## config.mk

```make
export PLATFORM = sky130hd
export DESIGN_NAME = core_bus_arbiter
export DESIGN_NICKNAME = d
export VERILOG_FILES = /design/src/rtl/core_bus_arbiter.sv
export SDC_FILE = /design/constraint.sdc
export NUM_CORES = 1
export LEC_CHECK = 0
export ABC_AREA = 1
export CORE_AREA = 2 2 104 106
export CTS_CLUSTER_DIAMETER = 50
export DETAILED_ROUTE_END_ITERATION = 10
export DIE_AREA = 0 0 106 108
export PLACE_DENSITY = 0.67
export SYNTH_ARGS = -nofsm -noshare
export SYNTH_HDL_FRONTEND = slang
export SYNTH_SLANG_ARGS = --single-unit
```

## constraint.sdc

```tcl
create_clock -name clk -period 1.4 [get_ports clk]
set_input_delay 0.14 -clock clk [delete_from_list [all_inputs] [get_ports clk]]
set_output_delay 0.14 -clock clk [all_outputs]
set_load 0.03 [all_outputs]
```

## src/rtl/core_bus_arbiter.sv

```systemverilog
// core_bus_arbiter: shares one single-port memory bus between NUM_CORES cores.
// Round-robin grant with an optional bounded lock, a fixed-latency read return
// pipeline, and per-core stall generation. Grant and bus drive are combinational
// in the request cycle; reads return RD_LATENCY cycles after issue.
module core_bus_arbiter #(
    parameter int NUM_CORES  = 2,
    parameter int DATA_WIDTH = 32,
    parameter int RD_LATENCY = 1,
    parameter int LOCK_MAX   = 16
) (
    input  logic                             clk,
    input  logic                             reset,
    input  logic [NUM_CORES-1:0]             core_req,
    input  logic [NUM_CORES*DATA_WIDTH-1:0]  core_addr,
    input  logic [NUM_CORES*DATA_WIDTH-1:0]  core_wr_data,
    input  logic [NUM_CORES-1:0]             core_wr_en,
    input  logic [NUM_CORES-1:0]             core_lock,
    output logic [NUM_CORES-1:0]             core_stall,
    output logic [DATA_WIDTH-1:0]            core_rd_data,
    output logic [NUM_CORES-1:0]             core_rd_valid,
    output logic [DATA_WIDTH-1:0]            mem_addr,
    output logic [DATA_WIDTH-1:0]            mem_wr_data,
    output logic                             mem_wr_en,
    output logic                             mem_rd_en,
    input  logic [DATA_WIDTH-1:0]            mem_rd_data
);

    localparam int IDX_W = (NUM_CORES > 1) ? $clog2(NUM_CORES) : 1;
    localparam int CW    = IDX_W + 1;
    localparam int CNT_W = $clog2(LOCK_MAX + 1);

    localparam logic [CW-1:0]    NC_C       = CW'(NUM_CORES);
    localparam logic [IDX_W-1:0] LAST_IDX   = IDX_W'(NUM_CORES - 1);
    localparam logic [CNT_W-1:0] LOCK_MAX_C = CNT_W'(LOCK_MAX);

    logic [IDX_W-1:0] ptr, ptr_nxt;
    logic             owner_vld, owner_vld_nxt;
    logic [IDX_W-1:0] owner_idx, owner_idx_nxt;
    logic [CNT_W-1:0] lock_cnt, lock_cnt_nxt;
    logic [NUM_CORES-1:0] pending, pending_nxt;

    // Read return pipeline: slot 0 is loaded at the end of the issue cycle,
    // the last slot is the return cycle.
    logic             tag_vld [RD_LATENCY];
    logic [IDX_W-1:0] tag_idx [RD_LATENCY];

    logic [NUM_CORES-1:0] eligible;
    logic             forced;
    logic             lock_hit;
    logic             rr_vld;
    logic [IDX_W-1:0] rr_idx;
    logic [CW-1:0]    cand;
    logic             grant_vld;
    logic [IDX_W-1:0] grant_idx;
    logic             grant_we;
    logic             issue_rd;
    logic             rtn_vld;

    // State registers: arbitration pointer, lock ownership, pending reads, return tags.
    always_ff @(posedge clk or posedge reset) begin
        if (reset) begin
            ptr       <= '0;
            owner_vld <= 1'b0;
            owner_idx <= '0;
            lock_cnt  <= '0;
            pending   <= '0;
            for (int s = 0; s < RD_LATENCY; s++) begin
                tag_vld[s] <= 1'b0;
                tag_idx[s] <= '0;
            end
        end else begin
            ptr       <= ptr_nxt;
            owner_vld <= owner_vld_nxt;
            owner_idx <= owner_idx_nxt;
            lock_cnt  <= lock_cnt_nxt;
            pending   <= pending_nxt;
            tag_vld[0] <= issue_rd;
            tag_idx[0] <= grant_idx;
            for (int s = 1; s < RD_LATENCY; s++) begin
                tag_vld[s] <= tag_vld[s-1];
                tag_idx[s] <= tag_idx[s-1];
            end
        end
    end

    // Arbitration: a still-locked, eligible owner wins unless its lock budget is spent;
    // otherwise the first eligible core at or after ptr.
    always_comb begin
        eligible = core_req & ~pending;
        forced   = owner_vld && (lock_cnt >= LOCK_MAX_C);
        lock_hit = owner_vld && !forced && core_lock[owner_idx] && eligible[owner_idx];
        rr_vld   = 1'b0;
        rr_idx   = '0;
        cand     = '0;
        for (int k = 0; k < NUM_CORES; k++) begin
            cand = {1'b0, ptr} + CW'(k);
            if (cand >= NC_C) begin
                cand = cand - NC_C;
            end
            if (!rr_vld && eligible[cand[IDX_W-1:0]]) begin
                rr_vld = 1'b1;
                rr_idx = cand[IDX_W-1:0];
            end
        end
        grant_vld = !reset && (lock_hit || rr_vld);
        grant_idx = lock_hit ? owner_idx : rr_idx;
        grant_we  = core_wr_en[grant_idx];
        issue_rd  = grant_vld && !grant_we;
        rtn_vld   = !reset && tag_vld[RD_LATENCY-1];
    end

    // Next-state: pointer advance, lock ownership/count, pending set on issue and clear on return.
    always_comb begin
        ptr_nxt = ptr;
        if (grant_vld) begin
            ptr_nxt = (grant_idx == LAST_IDX) ? '0 : grant_idx + 1'b1;
        end

        owner_vld_nxt = 1'b0;
        owner_idx_nxt = owner_idx;
        lock_cnt_nxt  = '0;
        if (!forced && grant_vld && core_lock[grant_idx]) begin
            owner_vld_nxt = 1'b1;
            owner_idx_nxt = grant_idx;
            if (owner_vld && owner_idx == grant_idx) begin
                lock_cnt_nxt = lock_cnt + 1'b1;
            end else begin
                lock_cnt_nxt = CNT_W'(1);
            end
        end

        pending_nxt = pending;
        for (int i = 0; i < NUM_CORES; i++) begin
            if (issue_rd && grant_idx == IDX_W'(i)) begin
                pending_nxt[i] = 1'b1;
            end else if (core_rd_valid[i]) begin
                pending_nxt[i] = 1'b0;
            end
        end
    end

    // Outputs: bus mux from the granted core, read-return broadcast, stall per core.
    always_comb begin
        mem_addr      = '0;
        mem_wr_data   = '0;
        mem_wr_en     = 1'b0;
        mem_rd_en     = 1'b0;
        core_rd_valid = '0;
        core_stall    = '0;
        core_rd_data  = rtn_vld ? mem_rd_data : '0;
        for (int i = 0; i < NUM_CORES; i++) begin
            if (grant_vld && grant_idx == IDX_W'(i)) begin
                mem_addr    = core_addr[i*DATA_WIDTH +: DATA_WIDTH];
                mem_wr_data = core_wr_data[i*DATA_WIDTH +: DATA_WIDTH];
                mem_wr_en   = grant_we;
                mem_rd_en   = !grant_we;
            end
            core_rd_valid[i] = rtn_vld && (tag_idx[RD_LATENCY-1] == IDX_W'(i));
        end
        for (int i = 0; i < NUM_CORES; i++) begin
            core_stall[i] = !reset && core_req[i] &&
                            !((grant_vld && grant_we && grant_idx == IDX_W'(i)) || core_rd_valid[i]);
        end
    end

endmodule

```

# --- After elaboration in Yosys (flattened, before gate mapping) ---
# Cells that the tools add are included.
op_classes:
  reduce_logical: 35
  n_lt_le_gt_ge: 7
  muxes: 36
  eq_ne: 1
  bitwise: 4
  n_addsub: 5
ops:
  columns: ["cell", "n"]
  rows:
  - ["32-bit 2-to-1 mux", 5]
  - ["1-bit 2-to-1 mux", 29]
  - ["1-bit logical AND", 24]
  - ["5-bit 2-to-1 mux", 2]
  - ["1-bit by 2-bit less-than comparator with 1-bit output (second input constant)", 4]
  - ["1-bit logical NOT", 6]
  - ["5-bit by 1-bit adder with 5-bit output (second input constant)", 1]
  - ["5-bit >= comparator (second input constant)", 1]
  - ["2-bit nonzero test", 2]
  - ["1-bit logical OR", 3]
  - ["1-bit by 1-bit adder with 2-bit output (second input constant)", 1]
  - ["2-bit AND", 1]
  - ["1-bit by 2-bit >= comparator with 1-bit output (second input constant)", 1]
  - ["2-bit >= comparator (second input constant)", 1]
  - ["1-bit NOT", 2]
  - ["2-bit NOT", 1]
  - ["1-bit subtractor (second input constant)", 2]
  - ["1-bit adder (second input constant)", 1]
  - ["1-bit equality test", 1]
word_totals:
  ff_bits: 12

# --- Depth between registers and ports, before layout ---
# Gate-level depths: netlist of run 1.
logic_depth:
  ltp_word: 16
  mapped_depth: 12
  ltp_nobuf: 11

# --- Worst setup path after synthesis of run 1 ---
# OpenSTA, ideal clock, no wires.
synth_path:
  kind: "register to output"
  from: "reg lock_cnt[4]"
  to: "out mem_rd_en"
  arrival_time_ps: 1578
  setup_slack_ps: -318
  path_stages_with_launch: 8
  path_buffers: 0
  t_required_ps: 1260
  cell_sequence: "dfrtp_1 inv_2 nand3_1 a21oi_2 nand2_2 nand2_4 nand2_4 o21ai_0"
synth_between:
  elab_chain_len: 12
synth_lines:
  columns: ["item", "line", "rtl"]
  rows:
  - ["from (decl)", "39", "logic [CNT_W-1:0] lock_cnt, lock_cnt_nxt;"]
  - ["from (signal assigned)", "75", "lock_cnt <= lock_cnt_nxt;"]
  - ["5-bit >= comparator *", "90", "forced = owner_vld && (lock_cnt >= LOCK_MAX_C);"]
  - ["1-bit logical AND *", "90", null]
  - ["1-bit logical NOT *", "91", "lock_hit = owner_vld && !forced && core_lock[owner_idx] && eligible[owner_idx];"]
  - ["1-bit logical AND * (3 in a row)", "91", null]
  - ["1-bit 2-to-1 mux", "106", "grant_idx = lock_hit ? owner_idx : rr_idx;"]
  - ["1-bit 2-to-1 mux (implied by the code) (2 in a row)", "107", "grant_we = core_wr_en[grant_idx];"]
  - ["1-bit logical NOT", "156", "mem_rd_en = !grant_we;"]
  - ["1-bit 2-to-1 mux", "152", "if (grant_vld && grant_idx == IDX_W'(i)) begin"]
  - ["1-bit 2-to-1 mux *", "152", null]
  - ["to (decl)", "24", "output logic mem_rd_en,"]
# Every way passes the cells marked *; elsewhere a longest branch is shown, timed or not. The select of a mux whose other input is x is not followed.

# --- Final worst setup path of run 1 ---
layout_path:
  from: "reg lock_cnt[4]"
  to: "out mem_wr_data[7]"
layout_between:
  elab_chain_len: 11
layout_lines:
  columns: ["item", "line", "rtl"]
  rows:
  - ["5-bit >= comparator *", "90", null]
  - ["1-bit logical AND *", "90", null]
  - ["1-bit logical NOT *", "91", null]
  - ["1-bit logical AND * (3 in a row)", "91", null]
  - ["1-bit 2-to-1 mux or 1-bit logical OR (tied branches)", "106, 105", null]
  - ["1-bit NOT or 1-bit logical AND (tied branches)", "152, 105", null]
  - ["1-bit logical AND", "152", null]
  - ["32-bit 2-to-1 mux", "152", null]
  - ["32-bit 2-to-1 mux *", "152", null]
  - ["to (decl)", "22", "output logic [DATA_WIDTH-1:0] mem_wr_data,"]
# Every way passes the cells marked *; elsewhere a longest branch is shown, timed or not.

==> results of run 1 <==
cell type report:
class	instances	area, um2	share of cell area
Multi-Input combinational cell	285	2090	0.339
Clock buffer	4	55.1	0.00894
Sequential cell	12	300	0.0487
Tap cell	136	170	0.0276
Inverter	54	221	0.0359
Timing Repair Buffer	317	3320	0.539
logic make-up after synthesis:
family | Yosys count | synth area share
DFF | 12 | 0.161
AOI/OAI and AO/OA | 12 | 0.0350
adders and majority gates | 1 | 0.00672
and+or+nand+nor | 269 | 0.596
buffers and inverters | 71 | 0.187
xor gates and xnor gates | 3 | 0.0141
layer usage:
layer | track usage | vias up | share of wire
met5 | 0 | - | 0
met4 | 0.0320 | 0 | 0.019
met3 | 0.0307 | 16 | 0.053
met2 | 0.359 | 126 | 0.53
met1 | 0.230 | 1516 | 0.39
li1 | - | 1686 | -
placed cells by master, fill, tap and decap left out, types with 2 or more instances in the layout:
cell / netlist / layout
a21oi_2: 1 / 3
buf_12: 2 / 14
buf_16: 0 / 4
buf_2: 6 / 28
buf_4: 0 / 34
buf_6: 4 / 63
buf_8: 1 / 2
clkbuf_16: 0 / 5
clkbuf_8: 0 / 4
clkdlybuf4s50_1: 0 / 165
dfrtp_1: 12 / 12
inv_1: 52 / 44
inv_2: 2 / 7
nand2_1: 191 / 65
nand2_2: 21 / 61
nand2_4: 2 / 87
nand3_1: 10 / 3
nand3_2: 0 / 5
nand3_4: 0 / 2
nor2_1: 38 / 31
nor2_2: 0 / 5
nor2_4: 1 / 3
nor3_2: 0 / 4
o21ai_0: 7 / 3
o21ai_1: 1 / 2
o21ai_2: 0 / 2
xor2_1: 2 / 2
power breakdown:
part	leakage, nW	switching [mW]	internal (mW)
Combinational	2.87	0.159	0.443
Sequential	0.152	0	0.347
Clock	0.0288	0.130	0.248
worst max-delay path, stage by stage, from the launching register on:
cell	delay [ns]
dfrtp_1	0.39
inv_2	0.10
nand3_2	0.06
nand2_1	0.06
nand2_1	0.05
nand2_2	0.09
nand2_4	0.08
nor2_4	0.17
buf_6	0.18
clkbuf_16	0.18
nand2_2	0.07
nand2_4	0.07
buf_6	0.12
through the flow:
stage | area (um2) | setup WS [ns] | instances
finish | 6160 | -0.631 | 808
floorplan | 2410 | -0.135 | 368
detailed placement | 5330 | -0.594 | 786
global placement | 5330 | -0.546 | 786
CTS | 5620 | -0.568 | 800
global route | 6160 | -0.754 | 808
registers in the layout, summed over array words and instances (netlist names):
register / flops
owner_vld: 1
lock_cnt: 5
tag_vld: 1
tag_idx: 1
owner_idx: 1
ptr: 1
pending: 2
worst min path at each step:
| stage | startpoint | endpoint |
|---|---|---|
| after floorplan | reset | lock_cnt[0]$_DFF_PP0_ |
| after global placement | reset | tag_idx$_DFF_PP0_ |
| after detailed placement | reset | tag_vld$_DFF_PP0_ |
| after CTS | reset | pending[0]$_DFFE_PP0P_ |
| after global routing | reset | pending[0]$_DFFE_PP0P_ |
| final | reset | pending[0]$_DFFE_PP0P_ |
repair_timing:
action,CTS,global route
gates resized for setup,176,153
hold buffers,0,0
pin swaps,1,19
endpoints found under the setup margin,110,90
setup buffers,6,1
cloned,4,7
==> metrics.md, run 1 <==
| Metric | Value |
|---|---|
| Prevailing post-synth register cell | `dfrtp_1` |
| Clock Pin Slew Worst Setup and Hold Paths | `0.06 ns` |
| Fin crit period | `2.03 ns` |
| 1st-pass router iterations | `6` |
| Clock latency on the worst-skew pair | `0.24 ns` |
| Final Skew | `0.00463 ns` |
| Most frequent cell after synthesis | `nand2_1` |
| CTS buffer count | `3` |
| CP Capture Point | `mem_wr_data[7]` |
| Drt wl/cell | `15.8 um` |
| Worst setup EP type | `primary output` |
| Post-synth net total | `537` |
| Rel. slew slack | `0.842` |
| Mapped Area | `1860 um2` |
| Hold Slack | `0.202 ns` |
| Critical R2R Launch | `lock_cnt[4]$_DFF_PP0_` |
| CTS tree | `yes` |
| Synth Area per Inst | `5.06 um2` |
| Hold Path Class | `in -> async` |
| Share of the synthesized area in the top cell type | `0.385` |
| Chip width | `106 um` |
| RSZ-0062 raised after global routing | `true` |
| Worst vdd ir | `0.367 mV` |
| Maximum clock insertion buffer count | `2` |
| Area delta synth->final | `231%` |
| DRC marker count from the first detailed-route iteration | `123` |
| Yosys synthesis warning count | `0` |
| Synth area leaders | `nand2_1 39%, dfrtp_1 16%, inv_1 10%, nor2_1 7.7%, nand2_2 7.1%` |
| Fmax | `492 MHz` |
| Post-synthesis instance total | `368` |
| Cell Rows | `37` |
| Post-route DRC | `0` |
| GPL Wtd Cong | `0.904` |
| Post-synth ARST share | `1.00` |
| Fill count | `887` |
| Total track usage | `0.190` |
| Yosys top cell by area | `nand2_1` |
| Final core utilization | `0.602` |
| Core area | `10200 um2` |
| Die Area | `11400 um2` |
| Start point of the critical path | `lock_cnt[4]$_DFF_PP0_` |
| Via count | `3344` |
| Fin crit share | `1.45` |
| Crit path max fanout | `7` |
| Failing checks | `setup timing` |
| Worst-Margin Slew | `0.237 ns` |
| Leading cell types by count after synthesis | `191 x nand2_1, 52 x inv_1, 38 x nor2_1` |
| Die Ht | `108 um` |
| #FFs+latches synth | `12` |
| Post-DP HPWL | `9.27 mm` |
| Root Buffer | `clkbuf_8` |
| Fin nets | `842` |
| Initial Util | `0.182` |
| Power, Total | `1.33 mW` |
| Sequential element share of the synthesized area | `0.161` |
| Ant. Diodes | `0` |
| Final Setup Violations | `77` |
| PwrDens | `215 nW/um2` |
| Max-Cap Viols | `0` |
| WL final | `12.8 mm` |
| Largest net degree at the start of global routing | `27` |
| Status | `finished with violations` |
| I/O pin count | `270` |
| DRT antenna net count | `0` |
| Hold Vio Cnt, Final | `0` |
| H-tree depth | `1` |
| Global route total overflow | `0` |
| First-pass GRT wire length | `17.5 mm` |
| Post-route setup slack | `-0.631 ns` |
| Final Slew Violations | `0` |
| Startpoint Class | `flip-flop` |
| # port buffers | `269` |
| Via density per instance | `4.14` |
| Yosys cell types | `25` |
| Post-synth EDFFs | `0` |
| R2R cell count | `12` |
| Critical R2R Capture | `tag_vld$_DFF_PP0_` |
| Critical Path RT | `1.26 ns` |
| Setup tns final | `-39.30 ns` |
| Reg2Reg Setup Slack | `-0.24 ns` |
| Signal arrival time at the worst endpoint | `1.89 ns` |
| Leakage | `3.05 nW` |
| Number of global-route vias before repair | `3348` |
| Initial antenna violation count | `0` |
| Crit path kind | `reg -> out` |
| Sink Count | `12` |
| Share of layout cells above drive strength 1 | `0.503` |
Note: power is estimated with default switching activity, not from simulation.
==> run 2, diff against run 1 <==
- CORE_AREA: 2 2 104 106 -> 2 2 106 108
- DIE_AREA: 0 0 106 108 -> 0 0 108 110
- DONT_BUFFER_PORTS: not set -> 1
- PLACE_DENSITY: 0.67 -> not set
==> run 2 against run 1 <==
- the run still ends with setup timing left
- critical endpoint is now mem_addr[23]
- clock skew decreased by 0.0030 ns
- critical path depth decreased by 1
- first-iteration DRC count decreased by 39%
- hold slack got worse by 0.13 ns
- combinational power decreased by 89%
- utilization decreased by 24 points
- die area increased by 3.8%
- register-to-register slack got worse by 0.23 ns
- power decreased by 41%
==> metrics.md, run 2 (same netlist as run 1, synthesis figures left out) <==
| Metric | Value |
|---|---|
| Maximum clock insertion buffer count | `2` |
| Post-route setup slack | `-0.493 ns` |
| Chip width | `108 um` |
| Leakage | `2.01 nW` |
| Signal arrival time at the worst endpoint | `1.75 ns` |
| Hold Vio Cnt, Final | `0` |
| Cell Rows | `38` |
| Top sig layer | `met4` |
| Initial antenna violation count | `1` |
| Final Setup Violations | `77` |
| Worst-Margin Slew | `0.579 ns` |
| Power, Total | `0.788 mW` |
| # port buffers | `0` |
| Critical R2R Capture | `lock_cnt[0]$_DFF_PP0_` |
| GPL Wtd Cong | `0.771` |
| 1st-pass router iterations | `4` |
| Initial Util | `0.174` |
| R2R cell count | `15` |
| CTS buffer count | `3` |
| Final Skew | `0.00167 ns` |
| End of the worst hold path | `owner_idx$_DFFE_PP0P_` |
| Placed instance area | `2860 um2` |
| Global route total overflow | `0` |
| Via count | `2534` |
| Routed wl met3 | `719 um` |
| Core area | `10700 um2` |
| Area delta synth->final | `106%` |
| Number of global-route vias before repair | `2289` |
| WL met2 | `5.28 mm` |
| Max reg flops | `5` |
| Worst vdd ir | `0.473 mV` |
| Largest net degree at the start of global routing | `34` |
| Fin crit period | `1.89 ns` |
| Post-route DRC | `0` |
| DRT antenna net count | `0` |
| Fin nets | `603` |
| Final core utilization | `0.359` |
| Final Slew Violations | `0` |
| Worst setup EP type | `primary output` |
| Failing checks | `setup timing` |
| Most common cell after layout, fill and taps aside | `nand2_4` |
| Clock latency on the worst-skew pair | `0.24 ns` |
| Hold depth | `2` |
| I/O pin count | `270` |
| DRC marker count from the first detailed-route iteration | `75` |
| Startpoint Class | `flip-flop` |
| Final instance area | `3840 um2` |
| H-tree depth | `1` |
| CTS tree | `yes` |
| Fin crit share | `1.35` |
| M1 WL | `3.69 mm` |
| Top reg by flops | `lock_cnt` |
| Sink Count | `12` |
| Drt wl/cell | `17.1 um` |
| Critical R2R Launch | `lock_cnt[4]$_DFF_PP0_` |
| Hold Path Origin | `core_lock[1]` |
| WL final | `9.82 mm` |
| Top Registers | `lock_cnt (5), pending (2)` |
| PwrDens | `205 nW/um2` |
| Rel. slew slack | `0.613` |
| Commonest cells after routing, fill and taps aside | `91 x nand2_4, 65 x nand2_1, 55 x buf_4` |
| Reg2Reg Setup Slack | `-0.47 ns` |
| Via density per instance | `4.41` |
| Critical Path RT | `1.26 ns` |
| Status | `finished with violations` |
| Die Area | `11900 um2` |
| Share of layout cells above drive strength 1 | `0.598` |
| RSZ-0062 raised after global routing | `true` |
| First-pass GRT wire length | `12.3 mm` |
| Die Ht | `110 um` |
| Total track usage | `0.134` |
| Crit path max fanout | `8` |
| Post-DP HPWL | `6.06 mm` |
| Hold Path Class | `in -> reg` |
| Max-Cap Viols | `0` |
| Crit path kind | `reg -> out` |
| Clock Pin Slew Worst Setup and Hold Paths | `0.05 ns` |
| Fmax | `528 MHz` |
| Root Buffer | `clkbuf_8` |
==> run 2: final cells by class <==
| type | instances | area, um2 |
|---|---|---|
| Timing Repair Buffer | 78 | 890 |
| Multi-Input combinational cell | 285 | 2190 |
| Fill cell | 1081 | 6860 |
| Inverter | 54 | 224 |
| Clock buffer | 4 | 55.1 |
| Sequential cell | 12 | 300 |
| Antenna cell | 1 | 2.50 |
| Tap cell | 140 | 175 |
==> run 2: how the worst max path moves through the flow <==
stage | start | endpoint | slack [ns] | depth (start not counted)
2_1_floorplan | lock_cnt[4]$_DFF_PP0_ | mem_rd_en | -0.14 | 10
4_1_cts | lock_cnt[4]$_DFF_PP0_ | mem_addr[4] | -0.51 | 11
3_5_place_dp | pending[0]$_DFFE_PP0P_ | mem_wr_data[0] | -0.32 | 10
3_3_place_gp | lock_cnt[4]$_DFF_PP0_ | mem_addr[24] | -0.26 | 10
6_report | lock_cnt[4]$_DFF_PP0_ | mem_addr[23] | -0.49 | 11
5_1_grt | lock_cnt[4]$_DFF_PP0_ | mem_wr_data[13] | -0.59 | 11
==> run 2: power by group <==
| part | internal (mW) | leakage, nW | switching [mW] |
|---|---|---|---|
| clock | 0.248 | 0.0288 | 0.124 |
| sequential | 0.347 | 0.152 | 0 |
| combinational | 0.0243 | 1.83 | 0.0439 |
| total | 0.620 | 2.01 | 0.168 |
==> run 2: critical path, stage by stage, from the launching register on <==
cell and delay [ns]:
dfrtp_1 0.39, inv_2 0.08, nand3_2 0.05, nand2_1 0.06, nand2_1 0.06, nand2_2 0.08, nand2_4 0.07, nor2_4 0.19
buf_6 0.16, buf_16 0.15, nand2_1 0.10, nand2_4 0.12
==> run 2: metrics by stage <==
stage | hold WS [ns] | setup TNS [ns] | worst slack, ns | instances
final | 0.0709 | -32.92 | -0.493 | 574
after global routing | 0.0839 | -40.89 | -0.590 | 574
after detailed placement | 0.0735 | -18.74 | -0.315 | 543
after floorplan | -0.0461 | -7.08 | -0.135 | 368
after global placement | 0.0682 | -15.76 | -0.263 | 543
after CTS | 0.00136 | -34.34 | -0.511 | 569
==> run 2: timing repair <==
item	CTS	global route
setup endpoints to repair	83	80
hold buffers	1	1
pin swaps	4	47
cloned	8	3
resized for setup	59	71
endpoints found under the hold margin	12	2
buffers inserted	13	3
==> run 2: metal layers <==
metal / global-route usage / up-vias
met1: 0.161 / 1198
met4: 0.0330 / 0
met5: 0 / -
met2: 0.252 / 124
li1: - / 1204
met3: 0.0182 / 8
==> run 3, diff against run 2 <==
- CORE_AREA: 2 2 106 108 -> 2 2 104 106
- DIE_AREA: 0 0 108 110 -> 0 0 106 108
- DONT_BUFFER_PORTS: 1 -> not set
- PLACE_DENSITY: not set -> 0.67
==> results of run 3 <==
Final layout, timing and power as in run 1 (identical DEF).
